$ cat src/rtl/fetch_pc_gen.sv
// fetch_pc_gen: fetch-stage next-PC generator.
// Owns the architectural fetch PC, carries each instruction's prediction
// through D and X, and raises flush/redirect when the EXEC outcome disagrees
// with the path that was fetched.
// Optional build macro: FETCH_PC_STATS_EN adds saturating branch and
// mispredict counters (stat_branches, stat_mispredicts).
module fetch_pc_gen #(
    parameter logic [31:0] RESET_PC = 32'h0000_1000
) (
    input  logic        clk,
    input  logic        rst_n,
    input  logic        stall,
    input  logic [31:0] f_predict_addr,
    input  logic        f_predict_valid,
    input  logic        x_branch_valid,
    input  logic        x_branch_taken,
    input  logic [31:0] x_branch_target,
`ifdef FETCH_PC_STATS_EN
    output logic [15:0] stat_branches,
    output logic [15:0] stat_mispredicts,
`endif
    output logic [31:0] f_pc,
    output logic        f_pc_valid,
    output logic [31:0] d_pc,
    output logic        d_valid,
    output logic [31:0] x_pc,
    output logic        x_valid,
    output logic        flush,
    output logic        x_mispredict
);

    typedef enum logic [1:0] {
        ST_BOOT  = 2'd0,
        ST_RUN   = 2'd1,
        ST_REDIR = 2'd2
    } state_e;

    state_e      state_q;
    logic [31:0] f_pc_q;
    logic [31:0] f_pc_d;
    logic        f_pc_valid_q;

    // F->D tracking registers
    logic [31:0] d_pc_q;
    logic        d_valid_q;
    logic        d_pred_taken_q;
    logic [31:0] d_pred_target_q;

    // D->X tracking registers
    logic [31:0] x_pc_q;
    logic        x_valid_q;
    logic        x_pred_taken_q;
    logic [31:0] x_pred_target_q;

    logic [31:0] x_seq_next_s;
    logic [31:0] x_pred_next_s;
    logic [31:0] x_actual_next_s;
    logic        mispredict_s;

    // Compare the path fetched after the X instruction against its real outcome
    always_comb begin
        x_seq_next_s    = x_pc_q + 32'd4;
        x_pred_next_s   = x_pred_taken_q ? x_pred_target_q : x_seq_next_s;
        x_actual_next_s = x_branch_taken ? x_branch_target : x_seq_next_s;
        mispredict_s    = x_valid_q && x_branch_valid
                          && (x_actual_next_s != x_pred_next_s);
    end

    // Next fetch PC: redirect beats stall, stall beats prediction, else sequential
    always_comb begin
        f_pc_d = f_pc_q;
        if (state_q == ST_BOOT) begin
            f_pc_d = f_pc_q;
        end else if (mispredict_s) begin
            f_pc_d = x_actual_next_s;
        end else if (stall) begin
            f_pc_d = f_pc_q;
        end else if (f_predict_valid) begin
            f_pc_d = f_predict_addr;
        end else begin
            f_pc_d = f_pc_q + 32'd4;
        end
    end

    // Fetch FSM: boot bubble, normal run, one-cycle redirect bubble
    always_ff @(posedge clk or negedge rst_n) begin
        if (!rst_n) begin
            state_q      <= ST_BOOT;
            f_pc_q       <= RESET_PC;
            f_pc_valid_q <= 1'b0;
        end else begin
            f_pc_q <= f_pc_d;
            case (state_q)
                ST_BOOT: begin
                    state_q      <= ST_RUN;
                    f_pc_valid_q <= 1'b1;
                end
                ST_RUN, ST_REDIR: begin
                    state_q      <= mispredict_s ? ST_REDIR : ST_RUN;
                    f_pc_valid_q <= 1'b1;
                end
                default: begin
                    state_q      <= ST_BOOT;
                    f_pc_q       <= RESET_PC;
                    f_pc_valid_q <= 1'b0;
                end
            endcase
        end
    end

    // D and X tracking: flush kills both, stall holds D and bubbles X
    always_ff @(posedge clk or negedge rst_n) begin
        if (!rst_n) begin
            d_pc_q          <= 32'd0;
            d_valid_q       <= 1'b0;
            d_pred_taken_q  <= 1'b0;
            d_pred_target_q <= 32'd0;
            x_pc_q          <= 32'd0;
            x_valid_q       <= 1'b0;
            x_pred_taken_q  <= 1'b0;
            x_pred_target_q <= 32'd0;
        end else if (mispredict_s) begin
            d_valid_q <= 1'b0;
            x_valid_q <= 1'b0;
        end else if (stall) begin
            x_valid_q <= 1'b0;
        end else begin
            d_pc_q          <= f_pc_q;
            d_valid_q       <= f_pc_valid_q;
            d_pred_taken_q  <= f_predict_valid;
            d_pred_target_q <= f_predict_addr;
            x_pc_q          <= d_pc_q;
            x_valid_q       <= d_valid_q;
            x_pred_taken_q  <= d_pred_taken_q;
            x_pred_target_q <= d_pred_target_q;
        end
    end

`ifdef FETCH_PC_STATS_EN
    logic [15:0] stat_branches_q;
    logic [15:0] stat_mispredicts_q;
    logic        branch_resolved_s;

    // A resolved branch is any live X instruction flagged by EXEC
    always_comb begin
        branch_resolved_s = x_valid_q && x_branch_valid;
    end

    // Saturating event counters
    always_ff @(posedge clk or negedge rst_n) begin
        if (!rst_n) begin
            stat_branches_q    <= 16'd0;
            stat_mispredicts_q <= 16'd0;
        end else begin
            if (branch_resolved_s && (stat_branches_q != 16'hFFFF)) begin
                stat_branches_q <= stat_branches_q + 16'd1;
            end
            if (mispredict_s && (stat_mispredicts_q != 16'hFFFF)) begin
                stat_mispredicts_q <= stat_mispredicts_q + 16'd1;
            end
        end
    end

    assign stat_branches    = stat_branches_q;
    assign stat_mispredicts = stat_mispredicts_q;
`endif

    assign f_pc         = f_pc_q;
    assign f_pc_valid   = f_pc_valid_q;
    assign d_pc         = d_pc_q;
    assign d_valid      = d_valid_q;
    assign x_pc         = x_pc_q;
    assign x_valid      = x_valid_q;
    assign flush        = mispredict_s;
    assign x_mispredict = mispredict_s;

endmodule

$ cat config.mk
export PLATFORM = sky130hd
export DESIGN_NAME = fetch_pc_gen
export DESIGN_NICKNAME = d
export VERILOG_FILES = /design/src/rtl/fetch_pc_gen.sv
export SDC_FILE = /design/constraint.sdc
export NUM_CORES = 1
export LEC_CHECK = 0
export CORE_ASPECT_RATIO = 1.75
export CORE_MARGIN = 2
export CORE_UTILIZATION = 50
export DETAILED_ROUTE_END_ITERATION = 16
export PLACE_DENSITY = 0.78
export RECOVER_POWER = 25
export SETUP_SLACK_MARGIN = 0.05
export SYNTH_ARGS = -nofsm -noshare
export SYNTH_HDL_FRONTEND = slang
export SYNTH_SLANG_ARGS = --single-unit
$ cat constraint.sdc
create_clock -name clk -period 3.45 [get_ports clk]
set_clock_uncertainty 0.1 [all_clocks]
set_input_delay 0.345 -clock clk [delete_from_list [all_inputs] [get_ports clk]]
set_output_delay 0.345 -clock clk [all_outputs]
set_load 0.02 [all_outputs]
==> metrics <==
status complete, but fails checks; failing checks capacitance limit, slew limit, setup timing; initial DRC count 950; largest net degree at the start of global routing 77; Async S/R FF share, synth 100%; IO Port Bufs 170; # diodes 0; count of final setup violators 168; Worst VDD drop 0.446 mV; syn_nets 1166; effective utilization at floorplan 51.1%; CTS tree yes; setup ws final -0.565 ns; H-tree depth 4; Ports 171; clk_lat worst skew 0.45 ns; global-route wire length before repair 64900 um; die area 0.0233 sq mm; power per cell area 778 mW/mm^2; drt wl/cell 24.6 um; critical path arrival 3.57 ns; final period utilization 116%; clock transition at the registers of the reported paths 0.07 ns; Req. time, crit path 3.00 ns; Root Driver clkbuf_16; cell count after synthesis 1092; worst min-delay path startpoint d_pred_target_q[6]; share of post-route cells with drive strength above 1 40.6%; post-DP HPWL 31700 um; Sink Count 167; number of synthesized flops with an enable pin 0; crit path launch type flip-flop; MaxCap Viol Count 1; critical path class reg -> out; Yosys warnings 0; FMAX 0.249 GHz; sequential area share after synthesis 37.9%; vias 11101; drt via density 6.14; DRT Pass-1 Iters 6; Final GP Congestion 0.992; vias in the first global route 11304; unrepaired setup endpoints after global routing yes; Final ANT Viol Nets 0; Hold WC Path Type reg -> reg; Mapped Area 0.0110 sq mm; pins over their slew limit 76; CP Capture Type output pin; die width 116 um; Lkg Pwr 7.08 nW; fin cells 1809; crit-path max FO 9; Critical R2R Launch x_pc[8]; grt ovf 0; crit path time final 4.01 ns; CTS Buf Count 17; Avg Inst Size Synth 10.1 sq um; Die Y 200 um; row cnt 71; Slew @ Worst Pin 1.93 ns; Place WS -0.707 ns; Nets 1578; Final Hold Vio Count 0; worst slew margin relative to its limit -28.9%; #FFs+latches synth 167; dpl cells 1720; dominant synthesized flop cell dfrtp_1; CORE AREA 0.0216 sq mm; crit path from x_pc[10]; TNS Setup -71.04 ns; final WL 44600 um; post-synthesis cell type count 90; initial antenna violation count 0; Longest Clk Path Bufs 2; global-route total usage across every layer 37.2%; layout overhead on the synthesized area 51.4%; Residual DRC 0
## cell usage in the layout, fill, tap and decap left out, types with 5 or more instances in the layout
master,synthesis,layout
nor2b_1,11,11
buf_4,18,253
o21ai_0,15,13
buf_12,0,18
dfrtp_2,0,8
mux2_4,0,10
nand2_4,0,19
dfrtp_1,166,158
clkbuf_16,0,22
nor3_1,27,24
and2_1,8,7
nor2_1,85,81
xnor2_1,42,41
buf_6,5,22
a21oi_1,65,63
nor3_2,4,6
nor4_1,19,14
or4_4,1,8
a211oi_1,6,6
nand4_1,22,22
and4_1,7,7
buf_8,0,5
clkdlybuf4s50_1,0,165
or3_1,11,7
nand2b_1,15,14
o31ai_1,9,5
xnor3_1,10,9
o221ai_2,13,26
nand3_1,26,25
inv_1,14,14
a211o_1,5,5
a31oi_1,11,9
nand2_1,74,53
and3_1,14,14
mux2i_1,21,20
mux2_2,131,121
xor2_1,57,55
## registers in the layout (all words and copies together) (netlist names)
register         count
x_pc                32
x_valid              1
d_pc                32
x_pred_target_q     32
d_valid              1
d_pred_target_q     32
f_pc                32
f_pc_valid           1
x_pred_taken_q       1
state_q              2
d_pred_taken_q       1
## critical path, stage by stage, from the launching register on
cell and delay, ns:
dfrtp_1 0.38, buf_4 0.15, buf_4 0.13, buf_4 0.18, nand4_1 0.18, nor4_1 0.38, o31ai_2 0.16, buf_4 0.16
and3_1 0.23, a2111oi_2 0.38, nand4_1 0.22, nor3_2 0.29, a21oi_4 0.13, buf_6 0.15
## through the flow
stage | util [%] | instance area [sq um] | hold WS (ns) | total power, mW
floorplan | - | 11200 | -0.0506 | 6.79
global placement | 68.4 | 14800 | 0.313 | 9.85
detailed placement | 68.4 | 14800 | 0.318 | 9.97
CTS | 75.0 | 16200 | 0.405 | 12.5
global route | 77.4 | 16700 | 0.421 | 13.5
finish | 77.4 | 16700 | 0.401 | 13.0
## cells by family after synthesis
group	count (synthesis)	share of synthesized area (%)
AND/OR/NAND/NOR	363	17.8
multiplexers	152	15.3
XOR/XNOR	112	10.5
adder cells (fa/ha/maj)	4	0.454
buffers and inverters	97	4.51
AO/OA/AOI/OAI	197	13.6
flip-flops	167	37.9
## layer usage
metal  up-vias  share of wire [%]  global-route usage [%]
li1       4839                  -                       -
met4         0                8.2                    23.6
met1      5467                 35                    41.1
met5         -                  0                       0
met3       205                5.6                    5.65
met2       590                 51                    64.8
## cell usage after synthesis (4+ instances only)
| master | number | area [sq um] |
|---|---|---|
| a211o_1 | 5 | 43.8 |
| a211oi_1 | 6 | 45.0 |
| a21oi_1 | 65 | 325 |
| a31oi_1 | 11 | 68.8 |
| a41oi_1 | 4 | 35.0 |
| and2_1 | 8 | 50.1 |
| and3_1 | 14 | 87.6 |
| and4_1 | 7 | 61.3 |
| buf_1 | 5 | 18.8 |
| buf_2 | 22 | 110 |
| buf_4 | 18 | 135 |
| buf_6 | 5 | 56.3 |
| clkbuf_1 | 31 | 116 |
| dfrtp_1 | 166 | 4150 |
| ha_1 | 4 | 50.1 |
| inv_1 | 14 | 52.6 |
| mux2_2 | 131 | 1480 |
| mux2i_1 | 21 | 210 |
| nand2_1 | 74 | 278 |
| nand2b_1 | 15 | 93.8 |
| nand3_1 | 26 | 130 |
| nand4_1 | 22 | 138 |
| nor2_1 | 85 | 319 |
| nor2b_1 | 11 | 68.8 |
| nor3_1 | 27 | 135 |
| nor3_2 | 4 | 40.0 |
| nor4_1 | 19 | 119 |
| o21a_1 | 4 | 30.0 |
| o21ai_0 | 15 | 75.1 |
| o221ai_1 | 14 | 123 |
| o221ai_2 | 13 | 195 |
| o31ai_1 | 9 | 67.6 |
| or3_1 | 11 | 68.8 |
| or4_1 | 9 | 67.6 |
| xnor2_1 | 42 | 368 |
| xnor3_1 | 10 | 225 |
| xor2_1 | 57 | 499 |
## path summary, 6_finish.rpt
kind / to / slack (ns) / depth (start not counted)
setup reg to reg: d_pred_target_q[22] / -0.54 / 14
setup / recovery: flush / -0.56 / 13
min in group asynchronous: d_pc[7] / 0.88 / 2
max in group asynchronous: d_pc[23] / 1.00 / 3
hold / removal: x_pred_target_q[6] / 0.40 / 1
hold reg to reg: x_pred_target_q[6] / 0.40 / 1
## layout make-up
type | instances | area [sq um]
clock buffers | 19 | 453
clock inverters | 13 | 118
fillers | 1426 | 4890
inverters | 15 | 56.3
multi-input cells | 828 | 7050
flip-flops and latches | 167 | 4190
well taps | 292 | 365
repair buffers | 475 | 4470
## power breakdown
group          total [mW]  switching, mW  internal (mW)  leakage [nW]
sequential           3.55          0.884           2.67          2.04
combinational        7.56           3.73           3.83          4.77
clock                1.89          0.852           1.04         0.280
total                13.0           5.46           7.53          7.08
## timing repair
item                                    in CTS  in global routing
pin swaps                                   32                 22
endpoints found under the hold margin       73                  0
resized for setup                          123                 53
cloned                                       3                  6
endpoints found under the setup margin     168                168
setup buffers                               31                 16
hold buffers                                 1                  0
(Power assumes the default switching activity.)
